## config.mk

```make
export PLATFORM = sky130hd
export DESIGN_NAME = vga_timing_gen
export DESIGN_NICKNAME = d
export VERILOG_FILES = /design/src/rtl/vga_timing_gen.sv
export SDC_FILE = /design/constraint.sdc
export NUM_CORES = 1
export LEC_CHECK = 0
export ABC_CLOCK_PERIOD_IN_PS = 2200
export CORE_UTILIZATION = 32
export CTS_CLUSTER_SIZE = 25
export DETAILED_ROUTE_END_ITERATION = 16
export PLACE_DENSITY_LB_ADDON = 0.25
export SKIP_LAST_GASP = 1
export SYNTH_ARGS = -nofsm -noshare
export SYNTH_HDL_FRONTEND = slang
export SYNTH_SLANG_ARGS = --single-unit
```

## constraint.sdc

```tcl
create_clock -name i_clk -period 2.2 [get_ports i_clk]
set_input_delay 0.33 -clock i_clk [delete_from_list [all_inputs] [get_ports i_clk]]
set_output_delay 0.33 -clock i_clk [all_outputs]
set_load 0.02 [all_outputs]
```

## src/rtl/vga_timing_gen.sv

```systemverilog
// ---------------------------------------------------------------------------
// vga_timing_gen
//
// Parametrised VGA raster timing generator. A horizontal counter (h) and a
// vertical counter (v) step once per qualified pixel strobe. Every output is
// a register loaded with the decode of the current (h, v) on every clock, so
// all outputs lag the counters by exactly one clock and stay mutually aligned.
//
// Line/frame ordering: active, front porch, sync, back porch. Counter value 0
// is the first visible pixel/line.
//
// Advance qualifier: adv = i_pix_stb & i_en. i_pix_stb is a plain level
// strobe, not a valid/ready handshake; there is no back-pressure, and a
// strobe on consecutive clocks advances on every one of them. With i_en low
// the counters freeze, the level outputs hold and no pulses are produced.
//
// Optional build macro:
//   VGA_TIMING_FRAME_CNT_EN - builds the o_frame counter (wraps mod 2^F_W,
//                             steps on the same clock o_screenend is loaded
//                             high). Undefined: o_frame is tied to 0.
//
// Ports:
//   i_clk        system clock
//   i_rst_n      asynchronous active-low reset
//   i_pix_stb    pixel-rate strobe
//   i_en         run enable (low = freeze)
//   o_hs, o_vs   sync outputs, asserted level HS_POL / VS_POL
//   o_active     current pixel is visible
//   o_blanking   inverse of o_active
//   o_line_end   1-clock pulse after the last pixel of each line
//   o_screenend  1-clock pulse after the last pixel of the frame
//   o_animate    1-clock pulse after the last visible pixel of the frame
//   o_x, o_y     visible position (0 outside the visible region)
//   o_frame      frame counter
// ---------------------------------------------------------------------------
module vga_timing_gen #(
    parameter int H_ACTIVE = 640,
    parameter int H_FP     = 16,
    parameter int H_SYNC   = 96,
    parameter int H_BP     = 48,
    parameter int V_ACTIVE = 480,
    parameter int V_FP     = 10,
    parameter int V_SYNC   = 2,
    parameter int V_BP     = 33,
    parameter bit HS_POL   = 1'b0,
    parameter bit VS_POL   = 1'b0,
    parameter int X_W      = 10,
    parameter int Y_W      = 10,
    parameter int F_W      = 8
) (
    input  logic           i_clk,
    input  logic           i_rst_n,
    input  logic           i_pix_stb,
    input  logic           i_en,
    output logic           o_hs,
    output logic           o_vs,
    output logic           o_active,
    output logic           o_blanking,
    output logic           o_line_end,
    output logic           o_screenend,
    output logic           o_animate,
    output logic [X_W-1:0] o_x,
    output logic [Y_W-1:0] o_y,
    output logic [F_W-1:0] o_frame
);

    localparam int H_TOTAL  = H_ACTIVE + H_FP + H_SYNC + H_BP;
    localparam int V_TOTAL  = V_ACTIVE + V_FP + V_SYNC + V_BP;
    localparam int HS_START = H_ACTIVE + H_FP;
    localparam int HS_STOP  = HS_START + H_SYNC;
    localparam int VS_START = V_ACTIVE + V_FP;
    localparam int VS_STOP  = VS_START + V_SYNC;

    localparam logic [X_W-1:0] H_LAST     = X_W'(H_TOTAL - 1);
    localparam logic [Y_W-1:0] V_LAST     = Y_W'(V_TOTAL - 1);
    localparam logic [X_W-1:0] H_ACT_LAST = X_W'(H_ACTIVE - 1);
    localparam logic [Y_W-1:0] V_ACT_LAST = Y_W'(V_ACTIVE - 1);

    // Counter widths must hold the full totals; anything else would silently
    // wrap early and corrupt the raster.
    if (H_TOTAL > (2 ** X_W)) begin : g_bad_x_w
        $error("vga_timing_gen: H_TOTAL (%0d) exceeds 2^X_W", H_TOTAL);
    end
    if (V_TOTAL > (2 ** Y_W)) begin : g_bad_y_w
        $error("vga_timing_gen: V_TOTAL (%0d) exceeds 2^Y_W", V_TOTAL);
    end

    logic [X_W-1:0] h;
    logic [Y_W-1:0] v;
    logic           adv;
    logic           h_last;
    logic           v_last;

    assign adv    = i_pix_stb & i_en;
    assign h_last = (h == H_LAST);
    assign v_last = (v == V_LAST);

    // -----------------------------------------------------------------------
    // Raster counters
    // -----------------------------------------------------------------------
    always_ff @(posedge i_clk or negedge i_rst_n) begin
        if (!i_rst_n) begin
            h <= '0;
            v <= '0;
        end else if (adv) begin
            if (h_last) begin
                h <= '0;
                v <= v_last ? '0 : v + 1'b1;
            end else begin
                h <= h + 1'b1;
            end
        end
    end

    // -----------------------------------------------------------------------
    // Decode of the current position. Compares are done on the zero-extended
    // counters against the integer boundaries so nothing is truncated.
    // -----------------------------------------------------------------------
    logic h_vis;
    logic v_vis;
    logic hs_d;
    logic vs_d;

    always_comb begin
        h_vis = (int'(h) < H_ACTIVE);
        v_vis = (int'(v) < V_ACTIVE);
        hs_d  = ((int'(h) >= HS_START) && (int'(h) < HS_STOP)) ? HS_POL : ~HS_POL;
        vs_d  = ((int'(v) >= VS_START) && (int'(v) < VS_STOP)) ? VS_POL : ~VS_POL;
    end

    // -----------------------------------------------------------------------
    // Output registers. Levels reload every clock; pulses only on adv, so a
    // frozen generator produces no pulses.
    // -----------------------------------------------------------------------
    always_ff @(posedge i_clk or negedge i_rst_n) begin
        if (!i_rst_n) begin
            o_hs        <= ~HS_POL;
            o_vs        <= ~VS_POL;
            o_active    <= 1'b0;
            o_x         <= '0;
            o_y         <= '0;
            o_line_end  <= 1'b0;
            o_screenend <= 1'b0;
            o_animate   <= 1'b0;
        end else begin
            o_hs        <= hs_d;
            o_vs        <= vs_d;
            o_active    <= h_vis & v_vis;
            o_x         <= h_vis ? h : '0;
            o_y         <= v_vis ? v : '0;
            o_line_end  <= adv & h_last;
            o_screenend <= adv & h_last & v_last;
            o_animate   <= adv & (h == H_ACT_LAST) & (v == V_ACT_LAST);
        end
    end

    // Derived from the registered o_active, so it is also 1 during reset.
    assign o_blanking = ~o_active;

`ifdef VGA_TIMING_FRAME_CNT_EN
    logic [F_W-1:0] frame_q;

    always_ff @(posedge i_clk or negedge i_rst_n) begin
        if (!i_rst_n) begin
            frame_q <= '0;
        end else if (adv & h_last & v_last) begin
            frame_q <= frame_q + 1'b1;
        end
    end

    assign o_frame = frame_q;
`else
    assign o_frame = '0;
`endif

endmodule

```

### Word-level counts from Yosys, hierarchy flattened

Cells that the tools add are included.

* bits of input ports: 4
* output and inout port bits: 35
* flip-flop bits (word level): 46

* mux-type cells: 6
* equal/unequal tests: 4
* add/subtract/negate cells: 2
* $lt $le $gt $ge: 6
* reductions and logical operators: 3
* bitwise operators: 7

Operators with widths (number)
* 10-bit two-way mux: 4
* 10-bit == test (second input constant): 3
* 10-bit by 1-bit adder with 10-bit output (second input constant): 2
* 10-bit less-than comparator (second input constant): 2
* 10-bit by 9-bit less-than comparator with 1-bit output (second input constant): 2
* 10-bit by 9-bit == test with 1-bit output (second input constant): 1
* 10-bit greater-or-equal comparator (second input constant): 1
* 10-bit by 9-bit greater-or-equal comparator with 1-bit output (second input constant): 1
* 1-bit bitwise AND: 6
* 1-bit logical AND: 2
* 1-bit two-way mux: 2
* 2-bit AND reduction: 1
* 1-bit NOT: 1

### Logic depth before layout (Yosys ltp)

* depth in word-level cells: 3
* mapped depth: 6

### Worst setup path before layout

OpenSTA, ideal clock, no wires.

* path kind: register to register
* start point: register h[5]
* end point: register v[4]
* required time: 2127 ps
* clock period less this slack: 2123 ps
* arrival time: 2050 ps
* stages on the path, launching flop included: 7
* path slack: 77 ps
* setup time: 73 ps
* buffers on the path: 2
* cells stage by stage: dfrtp_1 > buf_6 > or4b_4 > or3_1 > buf_2 > or4_4 > a21oi_2

* word-level cells in the longest chain between the ends: 2

Ends and longest elaborated chain
* start, declared: RTL line 88 `logic [X_W-1:0] h;`
* start signal, assigned: RTL line 110 `h <= h + 1'b1;`
* 10-bit == test: RTL line 95 `assign h_last = (h == H_LAST);`
* 2-bit AND reduction (no source line)
* end signal, assigned: RTL line 108 `v <= v_last ? '0 : v + 1'b1;`
* end, declared: RTL line 89 `logic [Y_W-1:0] v;`

No other way between the ends.
A chain may end at the register's enable or synchronous reset.

### Final worst setup path

Same ends and word-level chain as after synthesis.

==> run summary <==
Final antenna-violating net count -> 0
Clock Tree Root -> clkbuf_8
Worst-margin pin slew -> 0.524 ns
Library cells used by synthesis -> 36
Total Wirelength -> 3.80 mm
Flop2flop setup slack -> 0.09 ns
Min-Delay Path Class -> primary input to async pin
Post-cts resize count -> 0
Register area share after synthesis -> 57.7%
Drt first-iter violations -> 110
Final setup vio count -> 0
DIE WIDTH -> 81.0 µm
Die Span Y -> 81.0 µm
Primary FF master, synth -> dfrtp_1
Final Max Slew Viols -> 0
Num CTS Buffers -> 5
Critical Path Start Type -> flip-flop
Total track usage -> 13.6%
RSZ-0062 raised after global routing -> no
Max_cap viols -> 0
Fin. Hold Viols -> 8
TritonCTS clock tree -> yes
DR WL/cell -> 12.7 µm
Worst Path Required -> 2.44 ns
Post-route minimum period -> 2.11 ns
Post-synth ARST share -> 100%
Vias -> 1409
Vias in the first global route -> 1320
Post-Syn Area -> 2000 µm²
Slew Limit Headroom -> 65.1%
Clock Latency Late Sink -> 0.30 ns
Cts hold-fix bufs -> 0
Share of the synthesized area in the top cell type -> 55.1%
Hpwl dp -> 2.67 mm
Post-layout util -> 42.0%
Post-Synthesis Cells -> 184
Clock slew at reported path FFs -> 0.09 ns
Yosys reg bits -> 46
Cell taking the most area after synthesis -> dfrtp_1
Initial antenna violation count -> 0
Ys Warns -> 0
Final nets -> 232
Final setup skew -> 0.00779 ns
CTS sink cnt -> 46
# placed instances -> 292
Rows -> 28
Layout cells sized above 1 -> 12.0%
Post-CTS setup buffer count -> 0
Final hold slack -> -0.00447 ns
Area growth syn-to-layout -> 25.3%
Data arrival, critical path -> 2.35 ns
Setup TNS -> 0 ns
DR pass1 iterations -> 4
Buffers added on ports -> 30
Area contributors post-synth -> dfrtp_1 (55%), and2_1 (5.0%), nand3_1 (3.3%)
Grt ovf -> 0
CORE AREA -> 5960 µm²
Final Cycle Share -> 95.9%
Leakage power -> 1.12 nW
Crit Path Max Fanout -> 10
Crit. End Element -> flip-flop
Gpl congestion -> 0.797
Antenna diode count -> 0
Initial core utilization -> 33.6%
Power density cells -> 736 nW/µm²
Largest net degree at the start of global routing -> 26
Most frequent cells in the layout -> dfrtp_1 (44), clkdlybuf4s50_1 (29), and2_1 (16)
Peak supply drop -> 0.460 mV
Failing checks -> negative hold slack
Number of synthesized flops with an enable pin -> 0
DIE AREA -> 6560 µm²
Peak Freq -> 0.474 GHz
Status -> finished with violations
Average size of a mapped cell -> 10.9 µm²
Most common cell after layout, fill and taps aside -> dfrtp_1
Number of top-level pins -> 39
Fillers -> 597
CTS H-tree lvls -> 2
Final Power -> 1.84 mW
First-pass GRT wire length -> 6.58 mm
Vias per inst -> 4.70
Kind of critical path -> flip-flop to flip-flop
DRC -> 0
CTS max path bufs -> 2
Multi-input combinational cell area -> 748 µm²
Cell Count, Final, Fillers Out -> 300
FF+latch area -> 1150 µm²
==> per-stage QoR <==
| stage | instance area, µm² | setup WS, ns |
|---|---|---|
| global placement | 2410 | 0.155 |
| floorplan | 2030 | 0.0766 |
| CTS | 2500 | 0.0856 |
| global route | 2500 | 0.0167 |
| detailed placement | 2410 | 0.110 |
| finish | 2500 | 0.0910 |
==> layout make-up <==
| cell class | count | share of cell area (%) |
|---|---|---|
| clock buffer | 6 | 3.30 |
| clock inverter | 2 | 0.500 |
| inverter | 8 | 1.20 |
| multi-input combinational | 123 | 29.9 |
| sequential | 46 | 46.1 |
| tap | 75 | 3.75 |
| timing repair buffer | 40 | 15.3 |
==> sequential cells by signal, summed over array words and instances, names as in the netlist <==
register,flops
o_y,10
o_hs,1
v,10
o_animate,1
h,10
o_line_end,1
o_x,10
o_screenend,1
o_vs,1
o_active,1
==> synth_stat cells, types with 5 or more instances <==
library cell / number
and2_1: 16
buf_4: 8
dfrtp_1: 44
inv_1: 7
nand2_1: 11
nand3_1: 13
nand4_1: 10
nor2_1: 7
nor3_1: 5
o21ai_0: 11
xnor2_1: 5
==> worst paths after layout <==
check,start,endpoint,cells past startpoint
worst max register to register,h[5]$_DFFE_PN0P_,v[4]$_DFFE_PN0P_,4
max in group asynchronous,i_rst_n,o_vs$_DFF_PN1_,2
worst max-delay path,h[5]$_DFFE_PN0P_,v[4]$_DFFE_PN0P_,4
worst min-delay path,i_rst_n,o_x[9]$_DFF_PN0_,1
worst min register to register,v[8]$_DFFE_PN0P_,v[8]$_DFFE_PN0P_,1
min in group i_clk,v[8]$_DFFE_PN0P_,v[8]$_DFFE_PN0P_,1
==> logic make-up (layout without fill, tap and decap cells) <==
logic type / count (synthesis) / after routing / share of synthesized area (%)
compound gates: 19 / 19 / 5.51
buf+inv: 23 / 56 / 6.32
simple gates: 82 / 82 / 23.8
fa+ha+maj: 4 / 4 / 2.50
xor+xnor: 9 / 9 / 3.94
other cells: 1 / 9 / 0.188
flops: 46 / 46 / 57.7
==> metal layers <==
layer / vias up / global-route usage (%) / routed length, µm
li1: 695 / - / -
met1: 663 / 18.3 / 1770
met2: 46 / 20.3 / 1770
met3: 5 / 3.71 / 182
met4: 0 / 6.07 / 78
met5: - / 0 / 0
==> power by group <==
part / internal (mW) / total [mW] / switching (mW)
logic: 0.150 / 0.326 / 0.176
registers: 0.922 / 0.983 / 0.0607
clock network: 0.253 / 0.534 / 0.281
==> critical path, stage by stage, from the launching register on <==
cell and delay [ns]:
dfrtp_1 0.39, or4b_4 0.55, or3_1 0.51, or4_4 0.46, a21oi_2 0.13
(Power assumes the default switching activity.)
